File: src/rtl/muldiv_hilo_ctrl.sv
// muldiv_hilo_ctrl: iterative multiply/divide sequencer owning the HI/LO pair.
// Runs a 32-step shift-add multiply or restoring divide on operand magnitudes,
// applies sign correction at the end, and services mthi/mtlo while idle.
// Optional build macro FAST_MUL_EN: single-cycle multiply via the '*' operator;
// divide stays iterative. Without it, no hardware multiplier is inferred.
module muldiv_hilo_ctrl #(
    parameter int unsigned ITER = 32
) (
    input  logic        clk,
    input  logic        rst,
    input  logic        md_start,
    input  logic [1:0]  md_op,
    input  logic [31:0] src_a,
    input  logic [31:0] src_b,
    input  logic        mthi,
    input  logic        mtlo,
    input  logic [31:0] wdata,
    input  logic        rd_hi,
    input  logic        rd_lo,
    output logic [31:0] hi,
    output logic [31:0] lo,
    output logic        busy,
    output logic        done,
    output logic        stall
);

    localparam int unsigned DW    = 32;
    localparam int unsigned CNT_W = (ITER > 1) ? $clog2(ITER) : 1;

    typedef enum logic [1:0] {
        S_IDLE = 2'd0,
        S_MUL  = 2'd1,
        S_DIV  = 2'd2
    } state_t;

    state_t             r_state;
    logic [DW-1:0]      r_hi;
    logic [DW-1:0]      r_lo;
    logic [DW-1:0]      r_m;
    logic [2*DW-1:0]    r_acc;
    logic [CNT_W-1:0]   r_cnt;
    logic               r_busy;
    logic               r_done;
    logic               r_neg_qp;
    logic               r_neg_r;
    logic               r_dz;

    logic               w_signed;
    logic               w_is_div;
    logic               w_last;
    logic [DW-1:0]      w_abs_a;
    logic [DW-1:0]      w_abs_b;
    logic [DW:0]        w_trial;
    logic [DW:0]        w_diff;
    logic [2*DW-1:0]    w_div_next;
    logic [DW-1:0]      w_quot;
    logic [DW-1:0]      w_rem;
`ifdef FAST_MUL_EN
    logic [2*DW-1:0]    w_ext_a;
    logic [2*DW-1:0]    w_ext_b;
    logic [2*DW-1:0]    w_fast;
`else
    logic [DW:0]        w_add;
    logic [2*DW-1:0]    w_mul_next;
    logic [2*DW-1:0]    w_prod;
`endif

    // Operand decode, magnitudes and one datapath step for each algorithm
    always_comb begin
        w_signed = ~md_op[0];
        w_is_div = md_op[1];
        w_last   = (r_cnt == CNT_W'(ITER - 1));
        w_abs_a  = (w_signed & src_a[DW-1]) ? (~src_a + DW'(1)) : src_a;
        w_abs_b  = (w_signed & src_b[DW-1]) ? (~src_b + DW'(1)) : src_b;

        // Restoring divide: shift {rem,quot} left, keep the subtraction if it did not borrow
        w_trial  = r_acc[2*DW-1:DW-1];
        w_diff   = w_trial - {1'b0, r_m};
        if (w_diff[DW]) begin
            w_div_next = {w_trial[DW-1:0], r_acc[DW-2:0], 1'b0};
        end else begin
            w_div_next = {w_diff[DW-1:0], r_acc[DW-2:0], 1'b1};
        end
        w_quot = r_neg_qp ? (~w_div_next[DW-1:0] + DW'(1)) : w_div_next[DW-1:0];
        w_rem  = r_neg_r ? (~w_div_next[2*DW-1:DW] + DW'(1)) : w_div_next[2*DW-1:DW];

`ifdef FAST_MUL_EN
        w_ext_a = w_signed ? {{DW{src_a[DW-1]}}, src_a} : {{DW{1'b0}}, src_a};
        w_ext_b = w_signed ? {{DW{src_b[DW-1]}}, src_b} : {{DW{1'b0}}, src_b};
        w_fast  = w_ext_a * w_ext_b;
`else
        // Shift-add multiply: add multiplicand to the upper half when the multiplier LSB is set
        w_add      = {1'b0, r_acc[2*DW-1:DW]} + (r_acc[0] ? {1'b0, r_m} : {(DW+1){1'b0}});
        w_mul_next = {w_add, r_acc[DW-1:1]};
        w_prod     = r_neg_qp ? (~w_mul_next + (2*DW)'(1)) : w_mul_next;
`endif
    end

    // Sequencer FSM, HI/LO ownership and registered status outputs
    always_ff @(posedge clk) begin
        if (rst) begin
            r_state  <= S_IDLE;
            r_hi     <= '0;
            r_lo     <= '0;
            r_m      <= '0;
            r_acc    <= '0;
            r_cnt    <= '0;
            r_busy   <= 1'b0;
            r_done   <= 1'b0;
            r_neg_qp <= 1'b0;
            r_neg_r  <= 1'b0;
            r_dz     <= 1'b0;
        end else begin
            r_done <= 1'b0;
            case (r_state)
                S_IDLE: begin
                    if (md_start) begin
                        r_busy   <= 1'b1;
                        r_cnt    <= '0;
                        r_neg_qp <= w_signed & (src_a[DW-1] ^ src_b[DW-1]);
                        r_neg_r  <= w_signed & src_a[DW-1];
                        if (w_is_div) begin
                            r_state <= S_DIV;
                            r_m     <= w_abs_b;
                            r_dz    <= (src_b == '0);
                            // Divide by zero keeps the raw dividend so HI returns src_a unchanged
                            r_acc   <= (src_b == '0) ? {{DW{1'b0}}, src_a} : {{DW{1'b0}}, w_abs_a};
                        end else begin
                            r_state <= S_MUL;
                            r_dz    <= 1'b0;
                            r_m     <= w_abs_a;
`ifdef FAST_MUL_EN
                            r_acc   <= w_fast;
`else
                            r_acc   <= {{DW{1'b0}}, w_abs_b};
`endif
                        end
                    end else begin
                        if (mthi) begin
                            r_hi <= wdata;
                        end
                        if (mtlo) begin
                            r_lo <= wdata;
                        end
                    end
                end
                S_MUL: begin
`ifdef FAST_MUL_EN
                    r_hi    <= r_acc[2*DW-1:DW];
                    r_lo    <= r_acc[DW-1:0];
                    r_state <= S_IDLE;
                    r_busy  <= 1'b0;
                    r_done  <= 1'b1;
`else
                    r_acc <= w_mul_next;
                    r_cnt <= r_cnt + CNT_W'(1);
                    if (w_last) begin
                        r_hi    <= w_prod[2*DW-1:DW];
                        r_lo    <= w_prod[DW-1:0];
                        r_state <= S_IDLE;
                        r_busy  <= 1'b0;
                        r_done  <= 1'b1;
                    end
`endif
                end
                S_DIV: begin
                    if (r_dz) begin
                        r_hi    <= r_acc[DW-1:0];
                        r_lo    <= '1;
                        r_state <= S_IDLE;
                        r_busy  <= 1'b0;
                        r_done  <= 1'b1;
                    end else begin
                        r_acc <= w_div_next;
                        r_cnt <= r_cnt + CNT_W'(1);
                        if (w_last) begin
                            r_hi    <= w_rem;
                            r_lo    <= w_quot;
                            r_state <= S_IDLE;
                            r_busy  <= 1'b0;
                            r_done  <= 1'b1;
                        end
                    end
                end
                default: begin
                    r_state <= S_IDLE;
                    r_busy  <= 1'b0;
                end
            endcase
        end
    end

    assign hi    = r_hi;
    assign lo    = r_lo;
    assign busy  = r_busy;
    assign done  = r_done;
    // Freeze the front of the pipeline for any HI/LO access or new issue while busy
    assign stall = r_busy & (md_start | rd_hi | rd_lo | mthi | mtlo);

endmodule

File: config.mk
export PLATFORM = sky130hd
export DESIGN_NAME = muldiv_hilo_ctrl
export DESIGN_NICKNAME = d
export VERILOG_FILES = /design/src/rtl/muldiv_hilo_ctrl.sv
export SDC_FILE = /design/constraint.sdc
export NUM_CORES = 1
export LEC_CHECK = 0
export BUFFER_PORTS_ARGS = -buffer_cell sky130_fd_sc_hd__buf_2
export CORE_UTILIZATION = 62
export DETAILED_ROUTE_END_ITERATION = 8
export PLACE_DENSITY = 0.86
export SLEW_MARGIN = 20
export SYNTH_ARGS = -nofsm -noshare
export SYNTH_HDL_FRONTEND = slang
export SYNTH_SLANG_ARGS = --single-unit
File: constraint.sdc
create_clock -name clk -period 7.15 [get_ports clk]
set_input_delay 1.0725 -clock clk [delete_from_list [all_inputs] [get_ports clk]]
set_output_delay 1.0725 -clock clk [all_outputs]
set_load 0.005 [all_outputs]
After elaboration in Yosys (flattened, before gate mapping) --
Index checks and enable logic that the tools add are counted.
Operators by class: add/sub/neg operators 8, equal/unequal tests 10, muxes and demuxes 41, bitwise gates (word level) 15, reduce and logical (&&, ||, !) cells 7
Operators by type and width (count):
- 32-bit two-way mux | 18
- 64-bit two-way mux | 4
- 32-bit one-hot mux with 3 select lines | 2
- 64-bit one-hot mux with 3 select lines | 1
- 32-bit by 1-bit adder with 32-bit output (second input constant) | 4
- 32-bit NOT | 4
- 64-bit by 1-bit adder with 64-bit output (second input constant) | 1
- 64-bit NOT | 1
- 32-bit by 32-bit adder with 33-bit output | 1
- 33-bit by 32-bit subtractor with 33-bit output | 1
- 32-bit zero test | 1
- 5-bit one-hot mux with 3 select lines | 1
- 2-bit != test (second input constant) | 6
- 5-bit two-way mux | 2
- 5-bit AND reduction | 2
- 2-bit two-way mux | 4
- 1-bit two-way mux | 6
- 2-bit one-hot mux with 3 select lines | 1
- 5-bit by 1-bit adder with 5-bit output (second input constant) | 1
- 5-bit equality test (second input constant) | 1
- 1-bit bitwise AND | 4
- 1-bit OR | 4
- 3-bit != test (second input constant) | 1
- 1-bit one-hot mux with 3 select lines | 1
- 9 further kinds | 9
Storage, ports and cells: register bits 172, bits of input ports 105, logic and storage cells 92

Depth between registers and ports, before layout --
depth after elaboration 8, depth in mapped cells 27

Worst setup path after synthesis --
No wires, ideal clock.
path kind flip-flop to flip-flop, from reg r_acc[31], to reg r_hi[30], in the netlist hi[30], library setup time 0.095 ns, arrival 5.983 ns, required time 7.055 ns, setup slack 1.072 ns, cell stages (with the launch flop) 27, cells stage by stage dfxtp_1 clkbuf_1 inv_1 ha_1 fa_1 nor2b_1 o31ai_1 a2111oi_2 o21ai_1 a21boi_1 nor2_2 inv_2 clkbuf_1 clkbuf_1 clkbuf_1 nor2_1 a21oi_1 ha_1 inv_1 nor4_1 mux2i_1 or3_1 clkbuf_1 or3_1 o31ai_1 mux2i_1 a221oi_1
On the way: word-level cells in the longest chain between the ends 8, elaborated cells between the ends (all ways) 12, classes of those cells add/sub: 3; mux: 7; bitwise: 2
Ends and longest elaborated chain:
- from (decl) | line 40 | logic [2*DW-1:0] r_acc;
- from (signal assigned) | line 127 | r_acc <= (src_b == '0) ? {{DW{1'b0}}, src_a} : {{DW{1'b0}}, w_abs_a};
- from (signal assigned) | line 135 | r_acc <= {{DW{1'b0}}, w_abs_b};
- from (signal assigned) | line 155 | r_acc <= w_mul_next;
- 33-bit by 32-bit subtractor with 33-bit output | line 78 | w_diff = w_trial - {1'b0, r_m};
- 64-bit two-way mux | line 79 | if (w_diff[DW]) begin
- 32-bit NOT | line 85 | w_rem = r_neg_r ? (~w_div_next[2*DW-1:DW] + DW'(1)) : w_div_next[2*DW-1:DW];
- 32-bit by 1-bit adder with 32-bit output | line 85
- 32-bit two-way mux | line 85
- 32-bit two-way mux | line 176 | if (w_last) begin
- 32-bit two-way mux | line 167 | if (r_dz) begin
- 32-bit one-hot mux with 3 select lines * | line 115 | case (r_state)
- to (signal assigned) | line 140 | r_hi <= wdata;
- to (signal assigned) | line 168 | r_hi <= r_acc[DW-1:0];
- to (signal assigned) | line 177 | r_hi <= w_rem;
- to (decl) | line 37 | logic [DW-1:0] r_hi;
Every way passes the cells marked *; elsewhere a longest branch is shown, timed or not. The select of a mux whose other input is x is not followed. A chain may end at the register's enable or synchronous reset.

Worst setup path in the final report --
from reg r_acc[0], to reg r_hi[26], in the netlist hi[26]
On the way: word-level cells in the longest chain between the ends 7
Ends and longest elaborated chain:
- 32-bit two-way mux * | line 93 | w_add = {1'b0, r_acc[2*DW-1:DW]} + (r_acc[0] ? {1'b0, r_m} : {(DW+1){1'b0}});
- 32-bit by 32-bit adder with 33-bit output * | line 93
- 64-bit NOT | line 95 | w_prod = r_neg_qp ? (~w_mul_next + (2*DW)'(1)) : w_mul_next;
- 64-bit by 1-bit adder with 64-bit output | line 95
- 64-bit two-way mux * | line 95
- 32-bit two-way mux * | line 157 | if (w_last) begin
- 32-bit one-hot mux with 3 select lines * | line 115
- to (signal assigned) | line 158 | r_hi <= w_prod[2*DW-1:DW];
- to (signal assigned) | line 168
- to (signal assigned) | line 177
Marks and branches as above.

==> results.sh <==
export IMPL_coreArea_um2=28100
export IMPL_ff_latch_area_um2=3440
export IMPL_skew_ns=0.0157
export IMPL_hpwlAfterDp_um=53600
export IMPL_yosysUniqueCellTypes=85
export IMPL_ctsHoldBuffers=0
export IMPL_pwr_share_seq_pct=34.4
export IMPL_power_switching_mw=1.40
export IMPL_drv_slew=0
export IMPL_avgViaCountPerCell=7.02
export IMPL_cp_end_kind="flop"
export IMPL_cts_buffer_depth=2
export IMPL_cp_top_family="simple AND/OR/NAND/NOR gates"
export IMPL_setup_viol=0
export IMPL_clk_pin_slew_ns=0.07
export IMPL_crit_path_frequent_cell="or3_1"
export IMPL_fill_cells=2559
export IMPL_tns_ns=0
export IMPL_synthesis_nets=2791
export IMPL_gr_usage_all_layers_pct=47.3
export IMPL_numCtsBuffers=17
export IMPL_drc=0
export IMPL_grt_pass1_vias=18900
export IMPL_clock_sinks=172
export IMPL_period_needed_ns=6.16
export IMPL_status="finished clean"
export IMPL_async_flop_share_pct=0
export IMPL_io_pins=172
export IMPL_r2r_start="r_acc[0]$_SDFFE_PP0P_"
export IMPL_rsz0062_at_grt="false"
export IMPL_synth_top_flop_cell="dfxtp_1"
export IMPL_yosysWarnings=0
export IMPL_post_cts_buffers=0
export IMPL_grt_pass1_wl_um=107000
export IMPL_tightest_slew_ns=1.21
export IMPL_syn_to_final_growth_pct=8.01
export IMPL_path_buf_inv=1
export IMPL_synth_top_area_share_pct=19.2
export IMPL_path_max_fanout=31
export IMPL_first_iter_violations=3609
export IMPL_hold_viol_final=0
export IMPL_vdd_drop_max_uv=233
export IMPL_cts_root_buf="clkbuf_16"
export IMPL_final_common_cell="nor2_1"
export IMPL_fin_util_pct=68.9
export IMPL_multi_input_area_um2=13500
export IMPL_power_density_nw_per_um2=175
export IMPL_comb_power_share_pct=36.0
export IMPL_fmax_mhz=162
export IMPL_drive_gt1_share_pct=10.7
export IMPL_synth_area_leaders="dfxtp_1 (19%), xnor2_1 (7.6%), a21oi_1 (7.5%)"
export IMPL_ys_seq_area_share_pct=19.2
export IMPL_slowest_stage="clkinv_1"
export IMPL_nets=2808
export IMPL_avgSynthCellArea_um2=6.87
export IMPL_drtAntennaViolNets=0
export IMPL_initial_core_util_pct=63.8
export IMPL_rows=61
export IMPL_pwr_share_clk_pct=29.6
export IMPL_p_sw_share_pct=41.4
export IMPL_synth_cells=2609
export IMPL_period_share_pct=86.2
export IMPL_hold_class="reg -> reg"
export IMPL_crit_chain="clkinv_1 > nor2_1 > ha_1 > a211o_1 > a21o_1 > a211oi_4 > xnor2_1 > or3_1 > or4_4 > or3_1 > or4_1 > nor3_1 > mux2_2 > a221oi_1 > o41ai_1"
export IMPL_clkLatencyLatePin_ns=0.48
export IMPL_startpoint="r_acc[0]$_SDFFE_PP0P_"
export IMPL_die_width_um=172
export IMPL_vias=21200
export IMPL_fin_area_um2=19300
export IMPL_arrival_ns=6.50
export IMPL_globalRoute_totalOverflow=0
export IMPL_drt_first_pass_iters=9
export IMPL_synth_seq_cells=172
export IMPL_cts_resized_gates=0
export IMPL_avgRoutedWirePerCell_um=23.7
export IMPL_placed_area_um2=18700
export IMPL_htree_levels=4
export IMPL_intPower_mw=1.99
export IMPL_dieArea_um2=29600
export IMPL_power_leakage_nw=7.74
export IMPL_startpoint_type="flop"
export IMPL_portBuffers=171
export IMPL_path_class="reg -> reg"
export IMPL_max_stage_delay_ns=0.76
export IMPL_cts_tree="yes"
export IMPL_synth_top_area_cell="dfxtp_1"
export IMPL_synth_edf_count=0
export IMPL_totalWireLength_um=71500
export IMPL_worstPathRequired_ns=7.49
export IMPL_mostFrequentLayoutCells="nor2_1 (343), nand2_1 (299), a21oi_1 (267)"
export IMPL_grt_max_degree=95
export IMPL_antenna_found_initial=0
export IMPL_max_cap_violations=0
export IMPL_die_h_um=172
export IMPL_slew_headroom_pct=19.4
export IMPL_gp_congestion=1.10
export IMPL_worstHoldStart="hi[7]$_SDFFE_PP0P_"
export IMPL_syn_cell_area_um2=17900
==> routing by layer <==
layer	track usage, %	part of all wire [%]	wire length, µm	up-vias
met1	58.3	37	26400	9660
met3	14.8	14	9690	361
met2	70.7	42	30100	1673
met4	30.6	7.1	5110	2
li1	-	-	-	9489
met5	2.26	0.12	87	-
==> final timing paths <==
check	to	depth (start not counted)	slack, ns
worst max-delay path	hi[26]$_SDFFE_PP0P_	15	0.99
worst min-delay path	hi[7]$_SDFFE_PP0P_	2	0.45
worst max register to register	hi[26]$_SDFFE_PP0P_	15	0.99
worst min register to register	hi[7]$_SDFFE_PP0P_	2	0.45
==> power by group through the flow <==
stage               logic (mW)  registers (mW)  clock network [mW]
finish                    1.22            1.17                1.00
global placement          1.13            1.17                   0
global route              1.30            1.17                1.02
CTS                       1.17            1.15               0.986
detailed placement        1.16            1.17                   0
floorplan                0.845            1.09                   0
==> area by class of cell <==
| class | count | share of cell area [%] |
|---|---|---|
| antenna | 1 | 0.0129 |
| clock buffer | 18 | 2.22 |
| clock inverter | 14 | 0.918 |
| inverter | 62 | 1.20 |
| multi-input combinational | 2171 | 69.8 |
| sequential | 172 | 17.8 |
| tap | 378 | 2.44 |
| timing repair buffer | 202 | 5.64 |
==> tightest hold or removal path: stages, from the launching register on <==
cell	delay, ns
dfxtp_1	0.31
nand2_1	0.05
a21oi_1	0.05
==> cell families (layout without fill, tap and decap cells) <==
family,after synthesis,after routing,synth area share [%]
mux,31,31,1.79
xor+xnor,234,234,11.4
fa+ha+maj,77,77,5.46
buf+inv,266,296,5.69
flops,172,172,19.2
other cells,0,1,0
compound gates,864,864,31.8
simple gates,965,965,24.6
==> synth_stat cells (5+ instances only) <==
| master | number |
|---|---|
| nand3b_1 | 7 |
| a21o_1 | 33 |
| o31a_1 | 5 |
| or4_1 | 18 |
| nand3_1 | 29 |
| nand4_1 | 9 |
| a221o_1 | 34 |
| dfxtp_1 | 172 |
| o31ai_1 | 34 |
| a211oi_1 | 51 |
| a2111oi_0 | 8 |
| a311oi_1 | 9 |
| nand2b_1 | 19 |
| o21ai_0 | 163 |
| mux2_2 | 8 |
| a31oi_1 | 15 |
| nor2b_1 | 12 |
| nand2_1 | 301 |
| o211ai_1 | 55 |
| o2111ai_1 | 8 |
| o21a_1 | 22 |
| a221oi_1 | 38 |
| buf_2 | 5 |
| xor2_1 | 79 |
| mux2i_1 | 23 |
| o21bai_1 | 5 |
| and3_1 | 19 |
| or2_2 | 12 |
| nor3_1 | 73 |
| a211o_1 | 9 |
| xnor2_1 | 155 |
| a21oi_1 | 267 |
| a22oi_1 | 38 |
| nor2_1 | 344 |
| ha_1 | 75 |
| nor4_1 | 23 |
| clkbuf_1 | 186 |
| inv_1 | 56 |
| or3_1 | 50 |
| nor3b_1 | 6 |
| a21boi_0 | 5 |
| buf_1 | 11 |
| and2_1 | 20 |
| o41ai_1 | 16 |
==> registers in the layout, summed over array words and instances, names as in the netlist <==
register	flops
done	1
r_m	32
busy	1
r_cnt	5
lo	32
r_acc	64
hi	32
r_dz	1
r_state	2
r_neg_r	1
r_neg_qp	1
==> through the flow <==
step,worst slack (ns),instances,hold WS (ns),power [mW]
floorplan,1.07,2609,0.432,1.94
global placement,1.31,2985,0.436,2.30
detailed placement,1.15,2985,0.443,2.33
CTS,1.14,3017,0.452,3.31
global route,0.638,3017,0.473,3.49
finish,0.985,3018,0.454,3.39
Note: power is estimated with default switching activity, not from simulation.
